File: src/rtl/fetch_unit_32_pkg.sv
// Shared definitions for the fetch unit and the control decoder:
// jump-select encodings, reset vector and fetch FSM state codes.
package fetch_unit_32_pkg;

  localparam logic [1:0] JUMP_SEQ = 2'b00;
  localparam logic [1:0] JUMP_J   = 2'b01;
  localparam logic [1:0] JUMP_JR  = 2'b10;
  localparam logic [1:0] JUMP_INV = 2'b11;

  localparam logic [31:0] RESET_PC_DEFAULT = 32'h0000_0000;

  localparam logic [1:0] ST_FETCH = 2'd0;
  localparam logic [1:0] ST_HOLD  = 2'd1;
  localparam logic [1:0] ST_HALT  = 2'd2;

  function automatic logic [31:0] branch_offset(input logic [15:0] imm16);
    return {{14{imm16[15]}}, imm16, 2'b00};
  endfunction

endpackage

File: src/rtl/fetch_unit_32_next_pc.sv
// Combinational next-PC selection for the instruction held in the fetch unit,
// plus the fault condition (invalid select or misaligned target).
module next_pc_32
  import fetch_unit_32_pkg::*;
(
  input  logic [31:0] instr_pc,
  input  logic [25:0] imm26,
  input  logic [1:0]  jump,
  input  logic        branch,
  input  logic        alu_zero,
  input  logic [31:0] jr_target,
  output logic [31:0] next_pc,
  output logic        fault
);

  logic [31:0] pc_plus4;

  assign pc_plus4 = instr_pc + 32'd4;

  // A nonzero jump select always wins over the branch flag.
  always_comb begin
    next_pc = pc_plus4;
    case (jump)
      JUMP_J:   next_pc = {pc_plus4[31:28], imm26, 2'b00};
      JUMP_JR:  next_pc = jr_target;
      JUMP_SEQ: if (branch && alu_zero) next_pc = pc_plus4 + branch_offset(imm26[15:0]);
      default:  next_pc = pc_plus4;
    endcase
  end

  assign fault = (jump == JUMP_INV) || (next_pc[1:0] != 2'b00);

endmodule

File: src/rtl/fetch_unit_32.sv
// Instruction fetch unit: requests one word at a time, holds it until the
// datapath retires it, then advances the PC; faults park the unit in HALT.
module fetch_unit_32
  import fetch_unit_32_pkg::*;
#(
  parameter logic [31:0] RESET_PC = RESET_PC_DEFAULT
) (
  input  logic        clk,
  input  logic        rst_n,
  output logic        imem_req,
  output logic [31:0] imem_addr,
  input  logic        imem_ack,
  input  logic [31:0] imem_rdata,
  output logic [31:0] instr,
  output logic [31:0] instr_pc,
  output logic        instr_valid,
  input  logic        instr_ready,
  input  logic [1:0]  jump,
  input  logic        branch,
  input  logic        alu_zero,
  input  logic [31:0] jr_target,
  output logic        err_fetch
);

  logic [1:0]  state;
  logic [31:0] pc;
  logic [31:0] next_pc;
  logic        next_fault;

  next_pc_32 u_next_pc (
    .instr_pc  (instr_pc),
    .imm26     (instr[25:0]),
    .jump      (jump),
    .branch    (branch),
    .alu_zero  (alu_zero),
    .jr_target (jr_target),
    .next_pc   (next_pc),
    .fault     (next_fault)
  );

  // Gating with rst_n keeps the request low during reset, dropping any
  // outstanding request immediately.
  assign imem_req    = rst_n && (state == ST_FETCH);
  assign imem_addr   = pc;
  assign instr_valid = (state == ST_HOLD);

  // NOTE: sequential state uses non-blocking assignments so every register
  // samples values from before the clock edge, independent of statement order.
  always_ff @(posedge clk or negedge rst_n) begin
    if (!rst_n) begin
      state     <= ST_FETCH;
      pc        <= RESET_PC;
      instr     <= '0;
      instr_pc  <= '0;
      err_fetch <= 1'b0;
    end else begin
      case (state)
        ST_FETCH: begin
          if (imem_ack) begin
            instr    <= imem_rdata;
            instr_pc <= pc;
            state    <= ST_HOLD;
          end
        end
        ST_HOLD: begin
          if (instr_ready) begin
            if (next_fault) begin
              err_fetch <= 1'b1;
              state     <= ST_HALT;
            end else begin
              pc    <= next_pc;
              state <= ST_FETCH;
            end
          end
        end
        ST_HALT: state <= ST_HALT;
        default: state <= ST_FETCH;
      endcase
    end
  end

endmodule

File: config.mk
export PLATFORM = sky130hd
export DESIGN_NAME = fetch_unit_32
export DESIGN_NICKNAME = d
export VERILOG_FILES = /design/src/rtl/fetch_unit_32_pkg.sv /design/src/rtl/fetch_unit_32_next_pc.sv /design/src/rtl/fetch_unit_32.sv
export SDC_FILE = /design/constraint.sdc
export NUM_CORES = 1
export LEC_CHECK = 0
export CELL_PAD_IN_SITES_DETAIL_PLACEMENT = 1
export CELL_PAD_IN_SITES_GLOBAL_PLACEMENT = 1
export CORE_MARGIN = 1.5
export CORE_UTILIZATION = 42
export DETAILED_ROUTE_END_ITERATION = 6
export PLACE_DENSITY = 0.87
export SLEW_MARGIN = 0
export SYNTH_ARGS = -nofsm -noshare
export SYNTH_HDL_FRONTEND = slang
export SYNTH_HIERARCHICAL = 1
export SYNTH_SLANG_ARGS = --single-unit
File: constraint.sdc
create_clock -name clk -period 6.1 [get_ports clk]
set_input_delay 1.22 -clock clk [delete_from_list [all_inputs] [get_ports clk]]
set_output_delay 1.22 -clock clk [all_outputs]
set_load 0.03 [all_outputs]
## Yosys cells after proc, flatten, opt, wreduce, memory -nomap -nowiden

Index checks and enable logic that the tools add are counted.

- Bits in registers: 99
- Latch bits: 0
- RAM bits: 0
- ROM bits: 0
- Input bits: 72
- Output and inout port bits: 99
- Word-level logic and storage cells: 31
- Memories: 0

- $add $sub $neg: 2
- Multipliers: 0
- Div/mod/pow operators: 0
- $lt $le $gt $ge: 0
- Equal/unequal tests: 7
- Shift-type cells: 0
- Multiplexer cells: 6
- Bitwise logic cells: 1
- Reductions and logical operators: 10

Operators with widths:

| cell | number |
|---|---|
| $pmux 32 s3 | 1 |
| $add 32x3->32 const B | 1 |
| $add 32x32->32 | 1 |
| $mux 32 | 1 |
| $eq 2x2->1 const B | 3 |
| $mux 2 | 3 |
| $pmux 2 s3 | 1 |
| $reduce_and 3->1 | 2 |
| $eq 2x1->1 const B | 2 |
| $logic_not 2->1 | 2 |
| $reduce_and 2->1 | 2 |
| $logic_and 1x1->1 | 2 |
| $ne 2x1->1 const B | 1 |
| $ne 2x2->1 const B | 1 |
| $reduce_bool 2->1 | 1 |
| $logic_or 1x1->1 | 1 |
| $not 1->1 | 1 |

## Depth between registers and ports, before layout

- Word-level depth: 9
- Gate-level depth with buffers: 18
- Gate-level depth less buffers: 17

## Modules after synthesis

Netlist, hierarchy kept.

Modules (own cells, without submodules):

| module | times used | cells an instance | area each (um2) | seq. area each (um2) |
|---|---|---|---|---|
| fetch_unit_32 | 1 | 216 | 3880.0 | 2477.4 |
| next_pc_32 | 1 | 476 | 3163.0 | 0.0 |

## Worst setup path before layout

No wires, ideal clock.

- Path kind: reg-to-reg
- From: register instr_pc[2]
- To: register pc[31] (netlist: imem_addr[31])
- Library setup time: 65 ps
- Arrival time: 4117 ps
- Data required time: 6035 ps
- Path slack: 1918 ps
- Cell stages (with the launch flop): 19
- Buffers on the path: 1
- Period minus slack after synthesis: 4182 ps
- Cell sequence: dfrtp_1 ha_1 nand4_1 nor3_2 nand3_1 nor2_1 xnor2_1 inv_1 ha_1 buf_6 a21o_1 a21oi_2 o221ai_1 a21o_1 a221o_1 or3_1 and4b_1 a211oi_2 mux2_2

- Longest elaborated chain between the ends: 4

RTL lines:

| item | line | RTL |
|---|---|---|
| start, declared | fetch_unit_32.sv:15 | `output logic [31:0] instr_pc,` |
| start signal, assigned | fetch_unit_32.sv:61 | `instr_pc <= pc;` |
| $add 32x3->32 * | fetch_unit_32_next_pc.sv:18 | `assign pc_plus4 = instr_pc + 32'd4;` |
| $add 32x32->32 | fetch_unit_32_next_pc.sv:26 | `JUMP_SEQ: if (branch && alu_zero) next_pc = pc_plus4 + branch_offset(imm26[15:0]);` |
| $mux 32 | fetch_unit_32_next_pc.sv:26 |  |
| $pmux 32 s3 * | fetch_unit_32_next_pc.sv:23 | `case (jump)` |
| net next_pc[31] | fetch_unit_32.sv:27 | `logic [31:0] next_pc;` |
| end signal, assigned | fetch_unit_32.sv:71 | `pc <= next_pc;` |
| end, declared | fetch_unit_32.sv:26 | `logic [31:0] pc;` |

Mark *: on every way through the listed nets, which the timed path passes. The rest lies on a longest branch.
A chain may end at the register's enable or synchronous reset.

## Worst setup path in the final report

Same ends and word-level chain as after synthesis.

==> results.json <==
{
  "peakVddDrop_mv": 0.312,
  "path_cells": "ha_1, nand4_1, nor3_2, nand3_1, nor2_1, xnor2_1, inv_1, ha_1, a21o_1, a21oi_2, o221ai_1, a21o_1, a221o_1, or3_1, and4b_1, a211oi_2, mux2_2",
  "clock.fmax_mhz": 210,
  "vias": 6163,
  "rsz0062_at_grt": "false",
  "drt-pass1-iter-count": 5,
  "rows": 47,
  "crit_arrival_ns": 5.07,
  "fin_cells": 1070,
  "worstSetupEndpointType": "flip-flop",
  "crit_path_end": "imem_addr[31]$_DFFE_PN0P_",
  "worst_pin_slew_ns": 0.849,
  "grt_use_total_pct": 25.9,
  "cts_buffers": 9,
  "grt_pass1_vias": 6691,
  "avgRoutedWirePerCell_um": 20.6,
  "netlist_area_sq_mm": 0.00704,
  "slowest_stage": "nor3_2",
  "slew-limit-headroom_pct": 43.4,
  "p_int_w": 0.00296,
  "insertion_delay_ns": 0.37,
  "worst-path-stages": 17,
  "syn_nets": 799,
  "cp_num_buf_inv": 1,
  "clock_path_buffers": 2,
  "r2r-start": "instr_pc[2]$_DFFE_PN0P_",
  "ys_ff_latch": 99,
  "p_leak_nw": 3.91,
  "drcViolationCount": 0,
  "crit_family": "simple AND/OR/NAND/NOR gates",
  "worstRegToRegCells": 17,
  "num_io_pins": 171,
  "cts_tree": "yes",
  "fin_crit_ns": 4.76,
  "htree_num_levels": 3,
  "grt_first_pass_wirelength_um": 36100,
  "synthCells": 692,
  "max_cap_violations": 0,
  "path_max_fanout": 9,
  "synth_flop_cell": "dfrtp_1",
  "hold_viol_final": 0,
  "crit_required_ns": 6.41,
  "r2r_end": "imem_addr[31]$_DFFE_PN0P_",
  "initial_core_util_pct": 42.8,
  "ctsHoldBuffers": 0,
  "hp-class": "flip-flop to flip-flop",
  "fillCellCount": 1810,
  "p_sw_share_pct": 48.2,
  "port_buffers": 170,
  "power_density_mw_per_mm2": 626,
  "yosysSeqAreaShare_pct": 35.2,
  "multi_input_area_sq_mm": 0.00427,
  "synthArstFlopShare_pct": 100,
  "fin_worst_skew_ns": 0.0164,
  "dieArea_sq_mm": 0.0176,
  "dp_hpwl_um": 16500,
  "seqCellArea_sq_mm": 0.00248,
  "synth_cell_types": 68,
  "antenna_cells": 0,
  "core_area_sq_mm": 0.0165,
  "postRouteAntennaNets": 0,
  "worstHoldPathCells": 1,
  "wl_um": 22000,
  "final_core_util_pct": 55.3,
  "grt_antenna_before_repair": 0,
  "viasPerCell": 5.76,
  "cts.clk_slew.worst_paths_ns": 0.08,
  "synth_enable_flop_cells": 0,
  "final_nets": 952,
  "clockPowerShare_pct": 9.6,
  "pwr-share-comb_pct": 66.5,
  "fp.dieW_um": 132,
  "fin_crit_sh_pct": 78.1,
  "start_kind": "flip-flop",
  "max_stage_delay_ns": 0.51,
  "worstSetupPathType": "flip-flop to flip-flop",
  "setup_viol": 0,
  "drtIter0Drc": 347,
  "grt_max_degree": 65,
  "grt.overflow.total": 0,
  "run_status": "finished clean",
  "clock-sinks": 99,
  "power.switching_w": 0.00275,
  "postSynthAreaPerCell_sq_um": 10.2,
  "yosysWarnings": 6,
  "seqPwrFrac_pct": 23.9,
  "maxSlewViolCount": 0,
  "drive_gt1_share_pct": 16.2,
  "tns_ns": 0,
  "critical_path.startpoint": "instr_pc[2]$_DFFE_PN0P_",
  "postCtsResizedCells": 0,
  "fp.dieH_um": 132,
  "post-cts-setup-buffers": 0,
  "rrSetupSlack_ns": 1.34,
  "cts_root_buf": "clkbuf_16",
  "post-place-cells": 1054,
  "routabilityCongestion": 0.863,
  "syn2layout_area_growth_pct": 29.3
}
-- cell families (layout without fill, tap and decap cells) --
kind of cell / after synthesis / in the layout / share of synthesized area (%)
AO/OA/AOI/OAI: 169 / 169 / 16.0
XOR/XNOR: 46 / 46 / 5.72
buffers and inverters: 53 / 211 / 4.58
AND/OR/NAND/NOR: 182 / 182 / 12.8
adder cells (fa/ha/maj): 35 / 35 / 6.32
multiplexers: 108 / 108 / 19.4
flip-flops: 99 / 99 / 35.2
-- Yosys cell counts (all sizes together) (7+ instances only) --
cell    number  area, sq um
xor2        19          166
a21o        21          159
ha          34          425
o21ai       28          140
and3         8         50.1
dfrtp       99         2480
nand4       10         62.6
a21oi       57          289
nand2       72          270
clkbuf      18         67.6
o221ai       8         70.1
nand3       17         85.1
a211o        7         61.3
nor2        24         90.1
inv         18         67.6
mux2        96         1190
mux2i        8         80.1
buf         17          188
nor3        17         90.1
xnor2       27          236
-- worst reg2reg max path: stages (launching register included) --
cell,delay (ns)
dfrtp_1,0.47
ha_1,0.25
nand4_1,0.21
nor3_2,0.51
nand3_1,0.34
nor2_1,0.31
xnor2_1,0.18
inv_1,0.08
ha_1,0.40
a21o_1,0.23
a21oi_2,0.15
o221ai_1,0.11
a21o_1,0.19
a221o_1,0.36
or3_1,0.40
and4b_1,0.21
a211oi_2,0.14
mux2_2,0.18
-- flip-flops by register name, summed over array words and instances (netlist names) --
signal,cells
state,2
instr_pc,32
imem_addr,32
instr,32
err_fetch,1
-- cell usage in the layout (no fill, tap or decap), types with 3 or more instances in the layout --
| cell type | count |
|---|---|
| a211o_1 | 7 |
| a211oi_1 | 4 |
| a21o_1 | 20 |
| a21oi_1 | 56 |
| a222oi_1 | 5 |
| a22oi_1 | 6 |
| a31oi_1 | 3 |
| and2_1 | 3 |
| and3_1 | 8 |
| and4_1 | 4 |
| buf_4 | 8 |
| clkbuf_16 | 9 |
| clkdlybuf4s50_1 | 167 |
| dfrtp_1 | 99 |
| ha_1 | 34 |
| inv_1 | 18 |
| mux2_2 | 66 |
| mux2_4 | 30 |
| mux2i_1 | 8 |
| mux4_2 | 4 |
| nand2_1 | 72 |
| nand2b_1 | 6 |
| nand3_1 | 17 |
| nand4_1 | 10 |
| nor2_1 | 24 |
| nor2b_1 | 6 |
| nor3_1 | 15 |
| o211ai_1 | 6 |
| o21ai_0 | 27 |
| o221ai_1 | 8 |
| o22ai_1 | 4 |
| o31ai_1 | 3 |
| xnor2_1 | 27 |
| xor2_1 | 19 |
-- worst min path at each step --
| stage | from | end | slack, ns |
|---|---|---|---|
| after detailed placement | err_fetch$_DFFE_PN0P_ | err_fetch$_DFFE_PN0P_ | 0.47 |
| after floorplan | state[1]$_DFFE_PN0P_ | state[0]$_DFFE_PN0P_ | 0.49 |
| after CTS | err_fetch$_DFFE_PN0P_ | err_fetch$_DFFE_PN0P_ | 0.50 |
| final | err_fetch$_DFFE_PN0P_ | err_fetch$_DFFE_PN0P_ | 0.49 |
| after global routing | err_fetch$_DFFE_PN0P_ | err_fetch$_DFFE_PN0P_ | 0.51 |
| after global placement | err_fetch$_DFFE_PN0P_ | err_fetch$_DFFE_PN0P_ | 0.45 |
-- cell type report --
type	count	area share (%)
inverters	18	0.742
clock inverters	5	0.412
well taps	220	3.02
flip-flops and latches	99	27.2
repair buffers	177	19.1
multi-input cells	540	46.8
clock buffers	11	2.66
-- metrics by stage --
stage	area (sq um)	hold WS (ns)	power, W	setup WS, ns
finish	9110	0.487	0.00570	1.34
global route	9110	0.507	0.00609	0.992
CTS	9110	0.495	0.00572	1.31
detailed placement	8830	0.471	0.00513	1.35
global placement	8830	0.454	0.00501	1.61
floorplan	7040	0.494	0.00391	1.92
-- metal layers --
metal / part of all wire (%) / GRT usage, % / routed length, um / vias to the layer above
li1: - / - / - / 2866
met1: 43 / 32.4 / 9470 / 3100
met2: 50 / 44.9 / 11000 / 169
met3: 5.0 / 4.94 / 1090 / 28
met4: 1.9 / 8.61 / 413 / 0
met5: 0 / 0 / 0 / -
-- power groups by stage --
stage               logic, W  registers (W)  clock network [W]
floorplan            0.00205        0.00186                  0
global placement     0.00366        0.00135                  0
detailed placement   0.00376        0.00137                  0
CTS                  0.00379        0.00136           0.000566
global route         0.00408        0.00142           0.000587
finish               0.00379        0.00136           0.000550
Note: power is estimated with default switching activity, not from simulation.
